==> src/rtl/arith_seq_pkg.sv <==
// Shared types for the sequential arithmetic controller.
// Opcode and FSM state encodings, plus iteration-counter sizing.
// Imported by the controller top and the division step.
package arith_seq_pkg;

  typedef enum logic [2:0] {
    ADD = 3'd0,
    SUB = 3'd1,
    MUL = 3'd2,
    DIV = 3'd3,
    MOD = 3'd4,
    POW = 3'd5
  } op_t;

  typedef enum logic [2:0] {
    IDLE     = 3'd0,
    DIV_ITER = 3'd1,
    DIV_FIX  = 3'd2,
    POW_ITER = 3'd3,
    RESP     = 3'd4
  } state_t;

  localparam int DEF_WIDTH = 8;

  // Counter width needed to count 0..w-1 (at least one bit).
  function automatic int cnt_width(input int w);
    return (w > 1) ? $clog2(w) : 1;
  endfunction

  localparam int CNT_W = cnt_width(DEF_WIDTH);

endpackage

==> src/rtl/arith_seq_divstep.sv <==
// One restoring-division step: shift in next dividend bit, trial-subtract.
// Purely combinational, zero latency.
// No flow control; the controller iterates it once per cycle.
module arith_seq_divstep
  import arith_seq_pkg::*;
#(
  parameter int WIDTH = DEF_WIDTH
) (
  input  logic [WIDTH-1:0] rem_i,
  input  logic [WIDTH-1:0] quo_i,
  input  logic [WIDTH-1:0] dvs_i,
  output logic [WIDTH-1:0] rem_o,
  output logic [WIDTH-1:0] quo_o
);

  logic [WIDTH:0]   shifted;
  logic [WIDTH-1:0] diff;

  // Partial remainder gains the dividend MSB held at the top of the quotient register.
  always_comb begin
    shifted = {rem_i, quo_i[WIDTH-1]};
    diff    = shifted[WIDTH-1:0] - dvs_i;
    if (shifted >= {1'b0, dvs_i}) begin
      rem_o = diff;
      quo_o = {quo_i[WIDTH-2:0], 1'b1};
    end else begin
      rem_o = shifted[WIDTH-1:0];
      quo_o = {quo_i[WIDTH-2:0], 1'b0};
    end
  end

endmodule

==> src/rtl/arith_seq_ctrl.sv <==
// Request/response controller sharing one arithmetic datapath (add/sub/mul/div/mod/pow).
// Latency: fast ops and early-outs 1 cycle, div/mod WIDTH+2, pow WIDTH+1.
// One request in flight; req_ready only in IDLE; response held until rsp_ready.
module arith_seq_ctrl
  import arith_seq_pkg::*;
#(
  parameter int WIDTH = DEF_WIDTH,
  parameter int ID_W  = 4
) (
  input  logic             clk,
  input  logic             reset,
  input  logic             req_valid,
  output logic             req_ready,
  input  logic [2:0]       req_op,
  input  logic             req_signed,
  input  logic [WIDTH-1:0] req_a,
  input  logic [WIDTH-1:0] req_b,
  input  logic [ID_W-1:0]  req_id,
  output logic             rsp_valid,
  input  logic             rsp_ready,
  output logic [WIDTH-1:0] rsp_data,
  output logic             rsp_err,
  output logic [ID_W-1:0]  rsp_id
);

  localparam int CW = cnt_width(WIDTH);
  localparam logic [CW-1:0] CNT_LAST = CW'(WIDTH - 1);

  state_t           state_q;
  logic [WIDTH-1:0] a_q, b_q, rem_q, quo_q, acc_q;
  logic [CW-1:0]    cnt_q;
  logic             qneg_q, rneg_q, mod_q;
  logic [WIDTH-1:0] rsp_data_q;
  logic             rsp_err_q;
  logic [ID_W-1:0]  rsp_id_q;

  // Accept-time decode.
  state_t           state_d;
  logic [WIDTH-1:0] data_d, abs_a_d, abs_b_d;
  logic             err_d, sa_d, sb_d;

  // Iteration datapath.
  logic [WIDTH-1:0] step_rem, step_quo;
  logic [WIDTH-1:0] pow_acc_d, pow_base_d;
  logic [WIDTH-1:0] q_fix_d, r_fix_d;

  assign req_ready = (state_q == IDLE);
  assign rsp_valid = (state_q == RESP);
  assign rsp_data  = rsp_data_q;
  assign rsp_err   = rsp_err_q;
  assign rsp_id    = rsp_id_q;

  arith_seq_divstep #(.WIDTH(WIDTH)) u_divstep (
    .rem_i (rem_q),
    .quo_i (quo_q),
    .dvs_i (b_q),
    .rem_o (step_rem),
    .quo_o (step_quo)
  );

  // Decode an incoming request: single-cycle results, early-outs, or which loop to enter.
  always_comb begin
    sa_d    = req_signed & req_a[WIDTH-1];
    sb_d    = req_signed & req_b[WIDTH-1];
    abs_a_d = sa_d ? -req_a : req_a;
    abs_b_d = sb_d ? -req_b : req_b;
    state_d = RESP;
    data_d  = '0;
    err_d   = 1'b0;
    case (req_op)
      ADD: data_d = req_a + req_b;
      SUB: data_d = req_a - req_b;
      MUL: data_d = req_a * req_b;
      DIV, MOD: begin
        if (req_b == '0) begin
          err_d  = 1'b1;
          data_d = (req_op == DIV) ? '1 : req_a;
        end else begin
          state_d = DIV_ITER;
        end
      end
      POW: begin
        if (sb_d) begin
          // Negative exponent: only |a|==1 has a non-zero integer result.
          if (req_a == WIDTH'(1)) begin
            data_d = WIDTH'(1);
          end else if (req_a == '1) begin
            data_d = req_b[0] ? '1 : WIDTH'(1);
          end else if (req_a == '0) begin
            data_d = '1;
            err_d  = 1'b1;
          end else begin
            data_d = '0;
          end
        end else begin
          state_d = POW_ITER;
        end
      end
      default: err_d = 1'b1;
    endcase
  end

  // Square-and-multiply step, exponent consumed LSB-first from b_q; sign fix-up for division.
  always_comb begin
    pow_acc_d  = b_q[0] ? acc_q * a_q : acc_q;
    pow_base_d = a_q * a_q;
    q_fix_d    = qneg_q ? -quo_q : quo_q;
    r_fix_d    = rneg_q ? -rem_q : rem_q;
  end

  // Controller FSM with registered response outputs.
  always_ff @(posedge clk) begin
    if (reset) begin
      state_q    <= IDLE;
      a_q        <= '0;
      b_q        <= '0;
      rem_q      <= '0;
      quo_q      <= '0;
      acc_q      <= '0;
      cnt_q      <= '0;
      qneg_q     <= 1'b0;
      rneg_q     <= 1'b0;
      mod_q      <= 1'b0;
      rsp_data_q <= '0;
      rsp_err_q  <= 1'b0;
      rsp_id_q   <= '0;
    end else begin
      case (state_q)
        IDLE: begin
          if (req_valid) begin
            state_q    <= state_d;
            rsp_data_q <= data_d;
            rsp_err_q  <= err_d;
            rsp_id_q   <= req_id;
            a_q        <= req_a;
            b_q        <= abs_b_d;
            quo_q      <= abs_a_d;
            rem_q      <= '0;
            acc_q      <= WIDTH'(1);
            cnt_q      <= '0;
            qneg_q     <= sa_d ^ sb_d;
            rneg_q     <= sa_d;
            mod_q      <= (req_op == MOD);
          end
        end
        DIV_ITER: begin
          rem_q <= step_rem;
          quo_q <= step_quo;
          cnt_q <= cnt_q + 1'b1;
          if (cnt_q == CNT_LAST) begin
            state_q <= DIV_FIX;
          end
        end
        DIV_FIX: begin
          rsp_data_q <= mod_q ? r_fix_d : q_fix_d;
          rsp_err_q  <= 1'b0;
          state_q    <= RESP;
        end
        POW_ITER: begin
          acc_q <= pow_acc_d;
          a_q   <= pow_base_d;
          b_q   <= b_q >> 1;
          cnt_q <= cnt_q + 1'b1;
          if (cnt_q == CNT_LAST) begin
            rsp_data_q <= pow_acc_d;
            rsp_err_q  <= 1'b0;
            state_q    <= RESP;
          end
        end
        RESP: begin
          if (rsp_ready) begin
            state_q <= IDLE;
          end
        end
        default: state_q <= IDLE;
      endcase
    end
  end

endmodule

==> config.mk <==
export PLATFORM = sky130hd
export DESIGN_NAME = arith_seq_ctrl
export DESIGN_NICKNAME = d
export VERILOG_FILES = /design/src/rtl/arith_seq_pkg.sv /design/src/rtl/arith_seq_divstep.sv /design/src/rtl/arith_seq_ctrl.sv
export SDC_FILE = /design/constraint.sdc
export NUM_CORES = 1
export LEC_CHECK = 0
export BUFFER_PORTS_ARGS = -buffer_cell sky130_fd_sc_hd__buf_2
export CORE_MARGIN = 4
export CORE_UTILIZATION = 54
export CTS_BUF_LIST = sky130_fd_sc_hd__clkbuf_4
export DETAILED_ROUTE_END_ITERATION = 10
export MAX_ROUTING_LAYER = met4
export PLACE_DENSITY_LB_ADDON = 0.2
export SETUP_SLACK_MARGIN = 0.05
export SYNTH_ARGS = -nofsm -noshare
export SYNTH_HDL_FRONTEND = slang
export SYNTH_HIERARCHICAL = 1
export SYNTH_SLANG_ARGS = --single-unit
==> constraint.sdc <==
create_clock -name clk -period 5.22 [get_ports clk]
set_input_delay 1.044 -clock clk [delete_from_list [all_inputs] [get_ports clk]]
set_output_delay 1.044 -clock clk [all_outputs]
set_load 0.03 [all_outputs]
==> impl_results.md <==
* Final worst-path cycle share at between 80% and 90%
* Worst Skew at around 0.017 ns
* Layout area overhead at 4.239%
* Final WL at 18,630 um
* Ys flop type: dfxtp_1
* Status: completed
* Seq/Total Area, Yosys at approximately 18%
* Slew headroom at 24.65%
* CP Capture Type: flop
* Crit Path Class: in -> reg
* Commonest cells after routing, fill and taps aside: nand2_1, nor2_1, inv_1, a21oi_1, ha_1
* Later-pin clock latency in the skew report at between 0.4 and 0.5 ns
* Peak supply drop at between 0.0005 and 0.0006 V
* RSZ-0062 raised after global routing: no
* Worst-Margin Slew at between 1 and 1.5 ns
* Min-delay worst type: reg -> reg
* Share of layout cells above drive strength 1 at between 10% and 20%
* Slew Viols, Final at 0
* WL/cell at approximately 17 um
* Antenna Cells at 0
* Grt ovf at 0
* Setup TNS at 0 ns
* Initial antenna violation count at 0
* Post-synth EDFFs at 0
* Chip Height at between 100 and 150 um
* RD Place Congestion at approximately 0.93
* Synth Area per Inst at between 7 and 8 um2
* First-pass GRT wire length at slightly above 30,000 um
* # resized after CTS at 0
* Reg clk slew, reported paths at 0.12 ns
* Leakage at around 3.2 nW
* Synth unique cells at between 60 and 70
* Die width at approximately 120 um
* Max clock buf depth at 2
* Critical path data required time at between 5 and 6 ns
* 1st-iter DRT viols at ~480
* Synthesized area at approximately 7000 um2
* Largest net degree at the start of global routing at 63
* # rows at 41
* Post-CTS Setup Inserts at 0
* Drt first pass iters at 6
* Root Driver: clkbuf_4
* Total track usage at between 20% and 30%
* Final ANT Viol Nets at 0
* Setup Viol. Count Final at 0
* Drc violations at 0
* Clock sink count at between 60 and 70
* CTS tree: yes
* Final count of hold timing violations at 0
* DR vias at 6,252
* Cell Pwr Density at between 400 and 500 nW/um2
* Synth warn at 6
* Final HPWL DP at about 14,000 um
* Htree depth at 3
* IO buf count at between 40 and 50
* Commonest non-fill, non-tap cell in the layout: nand2_1
* Ys async rst share at 0%
* Boundary pin count at 43
* Worst setup margin at approximately 0.62 ns
* Initial core utilization at 55.21%
* Arrival @ worst endpoint at 4.89 ns
* Via density at a little under 6
* # nets final at slightly above 1k
* Synthesized flop and latch total at 62
* CTS Hold Bufs at 0
* Clock period minus worst slack at around 4.6 ns
* Pre-CTS WS at between 0.1 and 0.15 ns
* Post-synthesis cell count at just under 900
* Number of global-route vias before repair at roughly 6.2k
* Die area at 14,840 um2
* Max-cap violation count at 0
* Startpoint types: input pin
* Core area at ~13,000 um2
* Fmax at ~220 MHz
* TritonCTS Buffers at 9
* Crit-path max FO at 10
==> per-stage QoR <==
step,hold WS (ns),util [%],instance area (um2),cells,power (mW)
floorplan,0.4450,-,6999,890,2.328
global placement,0.4398,56.55,7166,1053,2.619
detailed placement,0.4462,56.55,7166,1053,2.669
CTS,0.4625,57.55,7292,1068,2.995
global route,0.4865,57.55,7292,1068,3.252
finish,0.4612,57.55,7292,1068,3.005
==> critical path, cell delays in order <==
cell	delay, ns
buf_2	0.16
and2_1	0.20
fa_1	0.43
inv_1	0.10
fa_1	0.41
fa_1	0.47
fa_1	0.44
xor2_1	0.19
xnor3_1	0.32
xnor3_1	0.38
xnor3_1	0.21
nor2_1	0.05
o41ai_2	0.34
a311oi_2	0.14
==> Yosys cell counts (4+ instances only) <==
cell       n  area [um2]
a211oi_1  14       105.1
a21o_1     8       60.06
a21oi_1   78       390.4
a221oi_1   6       52.55
a22oi_1   14       105.1
a311oi_1   7       61.31
a31oi_1    4       25.02
and2_1    48       300.3
buf_2     10       50.05
buf_4      9       67.56
buf_6      4       45.04
clkbuf_1  33       123.9
dfxtp_1   62        1241
fa_1      35       700.7
ha_1      66       825.8
inv_1     78       292.8
mux2_4     6       90.09
mux2i_1    8       80.08
nand2_1   93       349.1
nand2b_1   9       56.30
nand3_1   27       135.1
nor2_1    81       304.0
nor2b_1    9       56.30
nor3_1    18       90.09
o21a_1     7       52.55
o21ai_0   15       75.07
o22ai_1    7       43.79
o31ai_1    7       52.55
or3_1      6       37.54
xnor2_1   47       411.6
xor2_1    19       166.4
==> flip-flops by register name, summed over array words and instances, names as in the netlist, 3 cells and up <==
register and count:
acc_q 8, b_q 8, cnt_q 3, quo_q 8, rsp_data 8, a_q 8, state_q 3, rem_q 8
rsp_id 4
==> power by group <==
group	switching [mW]	internal [mW]	total [mW]	leakage, nW
combinational	1.05	0.822	1.87	2.67
sequential	0.212	0.602	0.814	0.507
clock	0.179	0.146	0.324	0.0697
==> layer usage <==
layer / vias to the layer above / share of wire (%) / global-route usage, % / wire (um)
met5: - / 0 / - / 0
met4: 0 / 2.7 / 9.104 / 512
met3: 41 / 5.8 / 3.250 / 1080
met2: 221 / 48 / 43.40 / 8958
met1: 2990 / 43 / 34.12 / 8073
li1: 3000 / - / - / -
==> kinds of logic after synthesis <==
group           count (synthesis)  share of synthesized area, %
compound gates                192                         18.26
xor+xnor                       69                         9.229
fa+ha+maj                     101                         21.82
buf+inv                       137                         8.746
flops                          62                         17.74
mux                            17                         2.915
other cells                     1                       0.05361
simple gates                  310                         21.23
==> final cells by class <==
| class | count | area [um2] |
|---|---|---|
| sequential | 62 | 1241 |
| inverter | 78 | 292.8 |
| clock buffer | 10 | 75.07 |
| tap | 172 | 215.2 |
| multi-input combinational | 691 | 5146 |
| timing repair buffer | 50 | 270.3 |
| clock inverter | 5 | 51.30 |
| fill | 1244 | 5379 |
==> final timing paths <==
| path | start | end | slack (ns) | cells after the start |
|---|---|---|---|---|
| worst max-delay path | req_b[4] | rsp_data[7]$_SDFFE_PP0P_ | 0.62 | 14 |
| worst min-delay path | rsp_id[3]$_SDFFE_PP0P_ | rsp_id[3]$_SDFFE_PP0P_ | 0.46 | 2 |
| worst max register to register | a_q[2]$_SDFFE_PP0P_ | rsp_data[6]$_SDFFE_PP0P_ | 1.15 | 12 |
| worst min register to register | rsp_id[3]$_SDFFE_PP0P_ | rsp_id[3]$_SDFFE_PP0P_ | 0.46 | 2 |
No activity file was read; power rests on OpenSTA's default activity.
